==> src/rtl/fpu_arb_pkg.sv <==
`default_nettype none
// ============================================================================
//  Module      : fpu_arb_pkg
//  Description : Shared types and constants for the fpu_arbiter slice:
//                sequencer state encoding, the add opcode and default widths.
//  Revision    : 1.0 - initial release
// ============================================================================
package fpu_arb_pkg;

  // Sequencer states: accept, hold operands on the FPU, present the result.
  typedef enum logic [1:0] {
    IDLE = 2'd0,
    EXEC = 2'd1,
    RESP = 2'd2
  } state_t;

  // FloatALUop value for addition; also the idle value driven to the FPU.
  localparam logic [2:0] OP_ADD = 3'd0;

  // Default operand/result and opcode widths (IEEE-754 single, 3-bit op).
  localparam int DEF_DATA_W = 32;
  localparam int DEF_OP_W   = 3;

endpackage : fpu_arb_pkg
`default_nettype wire

==> src/rtl/rr_arb2.sv <==
`default_nettype none
// ============================================================================
//  Module      : rr_arb2
//  Description : Two-request round-robin grant logic. A lone request wins
//                outright; when both request, the priority pointer decides.
//                Output is one-hot (or zero when disabled / nothing valid).
//  Revision    : 1.0 - initial release
// ============================================================================
module rr_arb2 (
  input  logic [1:0] req_valid,
  input  logic       prio,
  input  logic       en,
  output logic [1:0] grant
);

  // Select at most one winner; a tie is broken by the pointer.
  always_comb begin
    grant = 2'b00;
    if (en) begin
      case (req_valid)
        2'b01:   grant = 2'b01;
        2'b10:   grant = 2'b10;
        2'b11:   grant = prio ? 2'b10 : 2'b01;
        default: grant = 2'b00;
      endcase
    end
  end

endmodule : rr_arb2
`default_nettype wire

==> src/rtl/fpu_arbiter.sv <==
`default_nettype none
// ============================================================================
//  Module      : fpu_arbiter
//  Description : Sequencer and two-way round-robin arbiter sharing one
//                combinational FP coprocessor between two requesters.
//                Operands are registered onto the FPU, held for EXEC_CYCLES,
//                then the result is returned on the originating rsp port.
//                Optional macro FPU_ARB_PERF_EN adds saturating grant/stall
//                performance counters (perf_grant0, perf_grant1, perf_stall).
//  Revision    : 1.0 - initial release
// ============================================================================
module fpu_arbiter
  import fpu_arb_pkg::*;
#(
  parameter int DATA_W      = DEF_DATA_W,
  parameter int OP_W        = DEF_OP_W,
  parameter int EXEC_CYCLES = 1
`ifdef FPU_ARB_PERF_EN
  , parameter int PERF_W    = 16
`endif
) (
  input  logic              clk,
  input  logic              reset,
  // requester 0
  input  logic              req0_valid,
  output logic              req0_ready,
  input  logic [OP_W-1:0]   req0_op,
  input  logic [DATA_W-1:0] req0_a,
  input  logic [DATA_W-1:0] req0_b,
  // requester 1
  input  logic              req1_valid,
  output logic              req1_ready,
  input  logic [OP_W-1:0]   req1_op,
  input  logic [DATA_W-1:0] req1_a,
  input  logic [DATA_W-1:0] req1_b,
  // responses
  output logic              rsp0_valid,
  input  logic              rsp0_ready,
  output logic [DATA_W-1:0] rsp0_data,
  output logic              rsp1_valid,
  input  logic              rsp1_ready,
  output logic [DATA_W-1:0] rsp1_data,
  // coprocessor1 interface
  output logic [DATA_W-1:0] fpu_data1,
  output logic [DATA_W-1:0] fpu_data2,
  output logic [OP_W-1:0]   fpu_op,
  input  logic [DATA_W-1:0] fpu_res,
  output logic              busy
`ifdef FPU_ARB_PERF_EN
  ,
  output logic [PERF_W-1:0] perf_grant0,
  output logic [PERF_W-1:0] perf_grant1,
  output logic [PERF_W-1:0] perf_stall
`endif
);

  // Settle counter wide enough to hold EXEC_CYCLES-1 (at least one bit).
  localparam int                CNT_W    = (EXEC_CYCLES > 1) ? $clog2(EXEC_CYCLES) : 1;
  localparam logic [CNT_W-1:0]  CNT_INIT = CNT_W'(EXEC_CYCLES - 1);

  state_t              state;
  state_t              state_next;
  logic                prio;      // 0: req0 favoured on a tie, 1: req1
  logic                owner;     // requester that owns the in-flight op
  logic [CNT_W-1:0]    cnt;
  logic [DATA_W-1:0]   result;
  logic [1:0]          grant;
  logic                accept;
  logic                rsp_hs;

  rr_arb2 u_rr_arb2 (
    .req_valid ({req1_valid, req0_valid}),
    .prio      (prio),
    .en        (state == IDLE),
    .grant     (grant)
  );

  // Grant only goes to a valid requester, so any grant is an accept.
  assign req0_ready = grant[0];
  assign req1_ready = grant[1];
  assign accept     = |grant;
  assign rsp_hs     = (state == RESP) && (owner ? rsp1_ready : rsp0_ready);

  // State register.
  always_ff @(posedge clk or posedge reset) begin
    if (reset) state <= IDLE;
    else       state <= state_next;
  end

  // Next-state decode and response/busy outputs.
  always_comb begin
    state_next = state;
    busy       = (state != IDLE);
    rsp0_valid = 1'b0;
    rsp1_valid = 1'b0;
    rsp0_data  = '0;
    rsp1_data  = '0;
    case (state)
      IDLE: if (accept) state_next = EXEC;
      EXEC: if (cnt == '0) state_next = RESP;
      RESP: begin
        rsp0_valid = ~owner;
        rsp1_valid = owner;
        rsp0_data  = owner ? '0 : result;
        rsp1_data  = owner ? result : '0;
        if (rsp_hs) state_next = IDLE;
      end
      default: state_next = IDLE;
    endcase
  end

  // Operand latch, settle countdown, result capture and pointer update.
  always_ff @(posedge clk or posedge reset) begin
    if (reset) begin
      fpu_data1 <= '0;
      fpu_data2 <= '0;
      fpu_op    <= OP_W'(OP_ADD);
      owner     <= 1'b0;
      cnt       <= '0;
      result    <= '0;
      prio      <= 1'b0;
    end else begin
      case (state)
        IDLE: begin
          if (accept) begin
            fpu_data1 <= grant[1] ? req1_a  : req0_a;
            fpu_data2 <= grant[1] ? req1_b  : req0_b;
            fpu_op    <= grant[1] ? req1_op : req0_op;
            owner     <= grant[1];
            cnt       <= CNT_INIT;
          end
        end
        EXEC: begin
          if (cnt == '0) result <= fpu_res;
          else           cnt    <= cnt - CNT_W'(1);
        end
        RESP: begin
          // Last-served requester drops to lowest priority.
          if (rsp_hs) prio <= ~owner;
        end
        default: ;
      endcase
    end
  end

`ifdef FPU_ARB_PERF_EN
  logic stall_now;
  assign stall_now = (req0_valid && !req0_ready) || (req1_valid && !req1_ready);

  // Saturating accept and stall counters.
  always_ff @(posedge clk or posedge reset) begin
    if (reset) begin
      perf_grant0 <= '0;
      perf_grant1 <= '0;
      perf_stall  <= '0;
    end else begin
      if (grant[0] && (perf_grant0 != '1)) perf_grant0 <= perf_grant0 + PERF_W'(1);
      if (grant[1] && (perf_grant1 != '1)) perf_grant1 <= perf_grant1 + PERF_W'(1);
      if (stall_now && (perf_stall != '1)) perf_stall  <= perf_stall  + PERF_W'(1);
    end
  end
`endif

endmodule : fpu_arbiter
`default_nettype wire
==> config.mk <==
export PLATFORM = sky130hd
export DESIGN_NAME = fpu_arbiter
export DESIGN_NICKNAME = d
export VERILOG_FILES = /design/src/rtl/fpu_arb_pkg.sv /design/src/rtl/rr_arb2.sv /design/src/rtl/fpu_arbiter.sv
export SDC_FILE = /design/constraint.sdc
export NUM_CORES = 1
export LEC_CHECK = 0
export BUFFER_PORTS_ARGS = -buffer_cell sky130_fd_sc_hd__buf_2
export CAP_MARGIN = 20
export CORE_MARGIN = 5
export CORE_UTILIZATION = 45
export CTS_CLUSTER_SIZE = 25
export DETAILED_ROUTE_END_ITERATION = 8
export PLACE_DENSITY = 0.82
export SLEW_MARGIN = 15
export SYNTH_ARGS = -nofsm -noshare
export SYNTH_HDL_FRONTEND = slang
export SYNTH_SLANG_ARGS = --single-unit
==> constraint.sdc <==
create_clock -name clk -period 3.9 [get_ports clk]
set_input_delay 0.585 -clock clk [delete_from_list [all_inputs] [get_ports clk]]
set_output_delay 0.585 -clock clk [all_outputs]
set_load 0.03 [all_outputs]
## After elaboration in Yosys (flattened, before gate mapping)

Cells that the tools add are included.

| word-level totals | value |
|---|---|
| memories kept | 0 |
| RAM bits | 0 |
| output and inout bits | 136 |
| ROM bits | 0 |
| register bits | 104 |
| bits in latches | 0 |

| operators by class | value |
|---|---|
| magnitude comparators | 0 |
| bitwise operators | 2 |
| reductions and logical operators | 10 |
| multiply operators | 0 |
| div/mod/pow operators | 0 |
| add/subtract/negate cells | 1 |
| shift-type cells | 0 |
| mux-type cells | 20 |
| equality and inequality tests | 8 |

Operator list:

| cell | count |
|---|---|
| $mux W32 | 6 |
| $pmux W2 S3 | 2 |
| $mux W2 | 5 |
| $reduce_and A2 Y1 | 4 |
| $eq A2 B2 Y1 const B | 3 |
| $ne A2 B2 Y1 const B | 3 |
| $mux W1 | 5 |
| $eq A2 B1 Y1 const B | 2 |
| $reduce_bool A2 Y1 | 2 |
| $mux W3 | 1 |
| $reduce_and A3 Y1 | 1 |
| $logic_not A2 Y1 | 1 |
| $not A1 Y1 | 2 |
| $pmux W1 S2 | 1 |
| $reduce_or A2 Y1 | 1 |
| $logic_and A1 B1 Y1 | 1 |
| $sub A1 B1 Y1 const B | 1 |

## Logic depth before layout (Yosys ltp)

Gate-level depths: netlist of the first run.

| depth | value |
|---|---|
| depth in word-level cells | 6 |
| mapped depth | 7 |
| gate-level depth less buffers | 4 |

## By module

A second synthesis of the first run with hierarchy kept.

| unflattened totals | value |
|---|---|
| cell total of the unflattened synthesis | 382 |
| area total of the unflattened synthesis | 5191.2 um^2 |

By module, submodules not included:

| module | times used | sequential area each (um^2) | area an instance (um^2) | cells an instance |
|---|---|---|---|---|
| fpu_arbiter | 1 | 2577.5 | 5170.0 | 377 |
| rr_arb2 | 1 | 0.0 | 21.3 | 5 |

## Worst setup path before layout of the first run

OpenSTA, ideal clock, no wires.

| timing | value |
|---|---|
| path kind | register to output |
| start | reg state[0] |
| end | out rsp0_data[13] |
| data arrival time | 1.583 ns |
| cell stages (with the launch flop) | 5 |
| slack | 1.732 ns |
| cells stage by stage | dfrtp_1 -> nand2b_1 -> nor2_1 -> clkbuf_1 -> and2_1 |

| between the ends | value |
|---|---|
| word-level cells in the longest chain between the ends | 2 |

RTL lines:

| item | line | RTL |
|---|---|---|
| from (decl) | fpu_arbiter.sv:61 | `state_t state;` |
| from (signal assigned) | fpu_arbiter.sv:87 | `else state <= state_next;` |
| $eq A2 B2 Y1 | fpu_arbiter.sv:98 | `case (state)` |
| $mux W32 | fpu_arbiter.sv:98 |  |
| to (decl) | fpu_arbiter.sv:39 | `output logic [DATA_W-1:0] rsp0_data,` |

No other way between the ends.

## Final worst setup path of the first run

| timing | value |
|---|---|
| start | reg state[1] |
| end | out busy |

| between the ends | value |
|---|---|
| word-level cells in the longest chain between the ends | 1 |

RTL lines:

| item | line | RTL |
|---|---|---|
| $reduce_bool A2 Y1 | fpu_arbiter.sv:93 | `busy = (state != IDLE);` |
| to (decl) | fpu_arbiter.sv:48 | `output logic busy` |

No other way between the ends.

==> impl_results.md, run 1 <==
* Run status: finished clean
* Count of different cell masters after synthesis at 22
* DIE WIDTH at approximately 120 um
* Relative slew slack at 31.3%
* Number of buffers created by CTS at 9
* Largest net degree at the start of global routing at 82
* Per-instance average area after synthesis at about 9.7 um^2
* Endpoint of the most critical register-to-register path: fpu_data2[13]$_DFFE_PP0P_
* Crit path cell chain: nor2_4, buf_4, inv_2, buf_2
* Syn-to-layout area delta at 35.4%
* Library cell contributing the largest single delay on the critical path: sky130_fd_sc_hd__inv_2
* Clock-pin slew reported for the worst setup and hold paths after clock tree synthesis at 0.07 ns
* Yosys synthesis warning count at 0
* Largest stage delay on the critical path at just under 0.8 ns
* Post-layout total power at around 6400 uW
* Sinks on Clock Net at between 100 and 150
* Vertical extent of the die at 119 um
* Slew Viols, Final at 0
* H-tree depth at 3
* Maximum vdd drop at 493 uV
* Overall track demand over capacity in global routing at 23.4%
* Final period demand of the worst path at around 2.8 ns
* Worst setup slack after layout at between 1 and 1.5 ns
* Post-synthesis sequential area ratio at between 40 and 50%
* I/O pin total at a little over 300
* Total congestion overflow at 0
* Buffers inserted during post-CTS setup optimization at 0
* RSZ-0062 raised after global routing: no
* Static power due to leakage at between 0.003 and 0.004 uW
* Global-route wire length before repair at ~27,000 um
* Via density per instance at 5.52
* Clock root buffer master: sky130_fd_sc_hd__clkbuf_16
* DR vias at 5,358
* Worst reg2reg setup slack at between 1 and 1.5 ns
* Detailed-route wire length at roughly 17,000 um
* Nets at around 990
* Setup violations, final at 0
* Total of buffers placed on input and output ports at roughly 300
* FF-to-FF path depth at 5
* Maximum fanout count along the critical path at between 60 and 70
* Count of hold buffers inserted by post-cts repair at 0
* Final ANT Viol Nets at 0
* CTS tree: built
* Maximum achievable frequency at ~0.35 GHz
* Worst Path Required at 3.31 ns
* Max-capacitance violation count at 0
* Crit Path Class: reg -> out
* Data arrival, critical path at 2.25 ns
* Final design utilization at about three fifths
* Number of cells upsized or downsized after cts at 0
* Slew of the pin with the lowest slew margin at a little over 1 ns
* Worst min-delay path class: in -> async
* Layout Skew at about 0.011 ns
* Mean routed wirelength per cell at approximately 18 um
* Share of post-route cells with drive strength above 1 at between 40% and 50%
* Mapped Cells at between 500 and 600
* Area inside the core boundary at 11,900 um^2
* Number of antenna cells inserted at 0
* Pre-CTS setup slack at approximately 1.2 ns
* Count of routing violations after the opening detailed-route iteration at 392
* Antenna violations before repair at 0
* Drt pass-1 iters at 5
* Clock insertion delay at the later pin of the skew report at 0.34 ns
* Clock Tree Buf Depth at 2
* Hold Fails Final Rpt at 0
* Setup TNS at 0 ns
* RD Place Congestion at ~0.8
* DRC viols at 0
* CP startpoint kind: flip-flop
* Vias in the first global route at 5,297
* Half-perimeter wire length after detailed placement at 12,500 um
* Standard-cell row count at 40
* Setup crit end kind: output pin
* Source of the worst register-to-register timing path: state[0]$_DFFE_PP0P_
* Starting density of the core at a little under half
* Area of the mapped netlist at 5370 um^2
* Share of the clock period used by the worst path at between 70% and 80%
* Overall die area at approximately 14,000 um^2
* Synthesized net count at roughly 720
* Post-synthesis register bit count at around 100
* Pwr Density at 874 nW/um^2
==> routing by layer <==
layer | GRT usage, % | share of wire (%) | up-vias
met1 | 28.8 | 40 | 2531
met2 | 40.4 | 50 | 278
li1 | - | - | 2521
met4 | 7.31 | 2.2 | 0
met5 | 0 | 0 | -
met3 | 5.56 | 8.4 | 28
==> worst max-delay path, delay by kind of cell, from the launching register on <==
family / cells / cell delay, ns
buffers and inverters: 3 / 1.38
DFF: 1 / 0.44
and+or+nand+nor: 1 / 0.04
==> worst max-delay path by stage <==
stage	start	slack (ns)	endpoint	depth (start not counted)
5_1_grt	state[0]$_DFFE_PP0P_	0.94	req1_ready	4
2_1_floorplan	reset	0.61	fpu_data1[0]$_DFFE_PP0P_	1
3_3_place_gp	req1_valid	1.20	req1_ready	3
3_5_place_dp	req1_valid	1.19	req1_ready	3
6_report	state[1]$_DFFE_PP0P_	1.06	busy	4
4_1_cts	state[0]$_DFFE_PP0P_	1.06	busy	4
==> cell families (layout without fill, tap and decap cells) <==
family	after synthesis	in the layout	synth area share, %
muxes	32	32	6.71
and+or+nand+nor	141	141	16.3
AOI/OAI and AO/OA	142	142	19.1
DFF	103	103	48.0
buffers and inverters	134	406	9.90
==> layout make-up <==
class	instances	area (um^2)
Timing Repair Buffer	318	1650
Multi-Input combinational cell	315	2290
Fill cell	1055	4590
Sequential cell	103	2580
Tap cell	147	184
Clock inverter	7	77.6
Inverter	72	273
Clock buffer	9	225
==> power breakdown <==
part           switching, uW  leakage, uW  internal, uW
registers                313      0.00121          1630
clock network            415     0.000147           505
logic                   2350      0.00239          1140
==> sequential cells by signal, summed over array words and instances (netlist names) <==
| name | flops |
|---|---|
| fpu_data1 | 32 |
| fpu_data2 | 32 |
| result | 32 |
| fpu_op | 3 |
| state | 2 |
| owner | 1 |
| prio | 1 |
==> through the flow <==
stage          hold WS (ns)  cell area (um^2)  instances
6_report              0.241              7270        971
3_3_place_gp          0.477              6940        954
4_1_cts               0.461              7250        970
2_1_floorplan         0.485              5370        552
5_1_grt               0.269              7270        971
3_5_place_dp          0.485              6940        954
==> placed cells by master, fill, tap and decap left out, types with 2 or more instances in the layout <==
master and count:
sky130_fd_sc_hd__inv_1 70, sky130_fd_sc_hd__nor2_4 2, sky130_fd_sc_hd__mux2_2 32, sky130_fd_sc_hd__o311ai_2 8, sky130_fd_sc_hd__a21oi_1 2, sky130_fd_sc_hd__o21ai_0 64
sky130_fd_sc_hd__dfrtp_1 103, sky130_fd_sc_hd__and2_1 64, sky130_fd_sc_hd__nand4_1 67, sky130_fd_sc_hd__buf_4 9, sky130_fd_sc_hd__nor2_1 2, sky130_fd_sc_hd__o311ai_1 59
sky130_fd_sc_hd__o21ai_1 6, sky130_fd_sc_hd__inv_6 3, sky130_fd_sc_hd__clkbuf_16 9, sky130_fd_sc_hd__nand2b_1 2, sky130_fd_sc_hd__buf_2 307
==> synth_stat cells (all sizes together) <==
cell type	number	share of area [%]
a21o	1	0.14
a21oi	2	0.19
a31oi	1	0.12
and2	64	7.5
and3	2	0.23
buf	16	1.7
clkbuf	46	3.2
dfrtp	103	48
inv	72	5.0
mux2	32	6.7
nand2	1	0.070
nand2b	3	0.35
nand4	67	7.8
nor2	4	0.42
o21ai	71	6.6
o311ai	67	12
Power figures use the tool's default switching activity.
==> run 2: changes to the inputs <==
--- a/config.mk
+++ b/config.mk
@@ -8,10 +8,10 @@
 export BUFFER_PORTS_ARGS = -buffer_cell sky130_fd_sc_hd__buf_2
 export CAP_MARGIN = 20
 export CORE_MARGIN = 5
-export CORE_UTILIZATION = 45
+export CORE_UTILIZATION = 40
 export CTS_CLUSTER_SIZE = 25
 export DETAILED_ROUTE_END_ITERATION = 8
-export PLACE_DENSITY = 0.82
+export PLACE_DENSITY = 0.77
 export SLEW_MARGIN = 15
 export SYNTH_ARGS = -nofsm -noshare
 export SYNTH_HDL_FRONTEND = slang
==> constraint.sdc (replaced) <==
create_clock -name clk -period 2.55 [get_ports clk]
set_input_delay 0.3825 -clock clk [delete_from_list [all_inputs] [get_ports clk]]
set_output_delay 0.3825 -clock clk [all_outputs]
set_load 0.03 [all_outputs]
==> run 2 against run 1 <==
Net effect:
- final area increased by 0.46%
- worst setup slack got worse by 0.81 ns
- critical endpoint unchanged
- worst hold slack got worse by 0.071 ns
- combinational power increased by 54%
- sequential share of layout area decreased by 0.16 points
==> impl_results.md, run 2 (synthesis results as in run 1) <==
* Run status: finished clean
* Data arrival, critical path at between 1.5 and 2 ns
* Clock Tree Buf Depth at 2
* Setup crit end kind: output pin
* Half-perimeter wire length after detailed placement at around 13,000 um
* Relative slew slack at roughly 31%
* Met1 GRT Util at between 20% and 30%
* DIE WIDTH at approximately 130 um
* FF-to-FF path depth at 5
* Overall track demand over capacity in global routing at between 20% and 30%
* Share of post-route cells with drive strength above 1 at 46.2%
* I/O pin total at 308
* Largest stage delay on the critical path at 0.74 ns
* Maximum fanout count along the critical path at between 60 and 70
* Cell type group with the largest total delay on the critical path: buffers and inverters
* Hold Fails Final Rpt at 0
* Overall die area at 15,800 um^2
* H-tree depth at 3
* GR Layer Usage met3 at between 4 and 5%
* Number of cells upsized or downsized after cts at 0
* Layout Skew at approximately 0.0047 ns
* Starting density of the core at 40.7%
* DRC viols at 0
* Pwr Density at ~1300 nW/um^2
* Number of antenna cells inserted at 0
* Slew of the pin with the lowest slew margin at around 1.0 ns
* Crit path cell chain: nor2_4, inv_2, buf_2
* Slew Viols, Final at 0
* RSZ-0062 raised after global routing: no
* Total congestion overflow at 0
* Clock root buffer master: sky130_fd_sc_hd__clkbuf_16
* Setup violations, final at 0
* Share of the clock period used by the worst path at about nine tenths
* Final ANT Viol Nets at 0
* Setup TNS at 0 ns
* Standard-cell row count at between 40 and 50
* Static power due to leakage at 0.00375 uW
* Via density per instance at about 5.4
* Most frequent cells in the layout: sky130_fd_sc_hd__buf_2 (307), sky130_fd_sc_hd__dfrtp_1 (103), sky130_fd_sc_hd__inv_1 (70), sky130_fd_sc_hd__nand4_1 (67)
* Largest net degree at the start of global routing at 69
* CTS tree: built
* Global-route wire length before repair at around 28,000 um
* Hold Slack at about 0.17 ns
* Antenna violations before repair at 0
* Library cell contributing the largest single delay on the critical path: sky130_fd_sc_hd__inv_2
* Maximum vdd drop at approximately 630 uV
* Buffers & Inverters on Critical Path at 2
* Max-capacitance violation count at 0
* Syn-to-layout area delta at 36.0%
* Number of buffers created by CTS at 9
* Final period demand of the worst path at around 2.3 ns
* Source of the worst register-to-register timing path: state[0]$_DFFE_PP0P_
* Vias in the first global route at 5,448
* Worst min-delay path class: in -> async
* Total of buffers placed on input and output ports at 307
* Highest-utilization routing layer at the global route stage: met2
* Clock insertion delay at the later pin of the skew report at 0.34 ns
* CP startpoint kind: flip-flop
* Nets at just under 1,000
* Sinks on Clock Net at 103
* Met2 track demand over resource at between 30% and 40%
* Count of hold buffers inserted by post-cts repair at 0
* Worst Path Required at ~2.2 ns
* Count of routing violations after the opening detailed-route iteration at slightly above 400
* Critical path launch point: state[1]$_DFFE_PP0P_
* Vertical extent of the die at ~130 um
* Most common library cell in the layout ignoring fill and taps: sky130_fd_sc_hd__buf_2
* Buffers inserted during post-CTS setup optimization at 0
* Drt pass-1 iters at 4
* Mean routed wirelength per cell at 17.7 um
* Instance count on the critical path at 3
* Maximum achievable frequency at around 0.43 GHz
* Crit Path Class: reg -> out
* Area inside the core boundary at 13,200 um^2
* Clock-pin slew reported for the worst setup and hold paths after clock tree synthesis at ~0.07 ns
* Detailed-route wire length at 17,700 um
* DR vias at around 5,400
* RD Place Congestion at ~0.83
* Top Registers: fpu_data1: 32 flops, fpu_data2: 32 flops, result: 32 flops
[run 2: changes by cell type in the layout (fill, tap and decap cells not counted), sizes merged]
cell	change
clkinvlp	+1
bufinv	-1
clkbuf	+2
inv	-4
buf	+4
[run 2: layer usage]
metal / up-vias / routed length [um]
li1: 2534 / -
met1: 2614 / 7360
met2: 259 / 8770
met3: 28 / 1210
met4: 0 / 381
met5: - / 0
[run 2: cell type report]
type / count / area [um^2]
fillers: 1211 / 5880
flip-flops and latches: 103 / 2580
multi-input cells: 315 / 2290
repair buffers: 322 / 1690
inverters: 72 / 274
clock buffers: 11 / 243
well taps: 176 / 220
clock inverters: 3 / 21.3
[run 2: power breakdown]
group | leakage (uW) | total, uW | internal, uW | switching [uW]
logic | 0.00241 | 5360 | 1750 | 3600
clock network | 0.000127 | 1260 | 679 | 583
registers | 0.00121 | 2960 | 2490 | 463
total | 0.00375 | 9570 | 4920 | 4650
[run 2: worst paths after layout]
| check | to | slack [ns] |
|---|---|---|
| worst max-delay path | busy | 0.25 |
| worst min-delay path | result[24]$_DFFE_PP0N_ | 0.17 |
| worst max register to register | fpu_data1[5]$_DFFE_PP0P_ | 0.56 |
| worst min register to register | fpu_data2[27]$_DFFE_PP0P_ | 0.51 |
| max in group asynchronous | fpu_data1[28]$_DFFE_PP0P_ | 1.74 |
| min in group clk | result[4]$_DFFE_PP0N_ | 0.28 |
[run 2: through the flow]
| step | power [uW] | setup slack (ns) | cell area [um^2] | instances | util (%) |
|---|---|---|---|---|---|
| floorplan | 6750 | 0.585 | 5380 | 552 | - |
| global placement | 8230 | 0.638 | 7040 | 988 | 53.4 |
| detailed placement | 8370 | 0.604 | 7040 | 988 | 53.4 |
| CTS | 9650 | 0.242 | 7310 | 1002 | 55.4 |
| global route | 10200 | 0.113 | 7310 | 1002 | 55.4 |
| finish | 9570 | 0.249 | 7310 | 1002 | 55.4 |
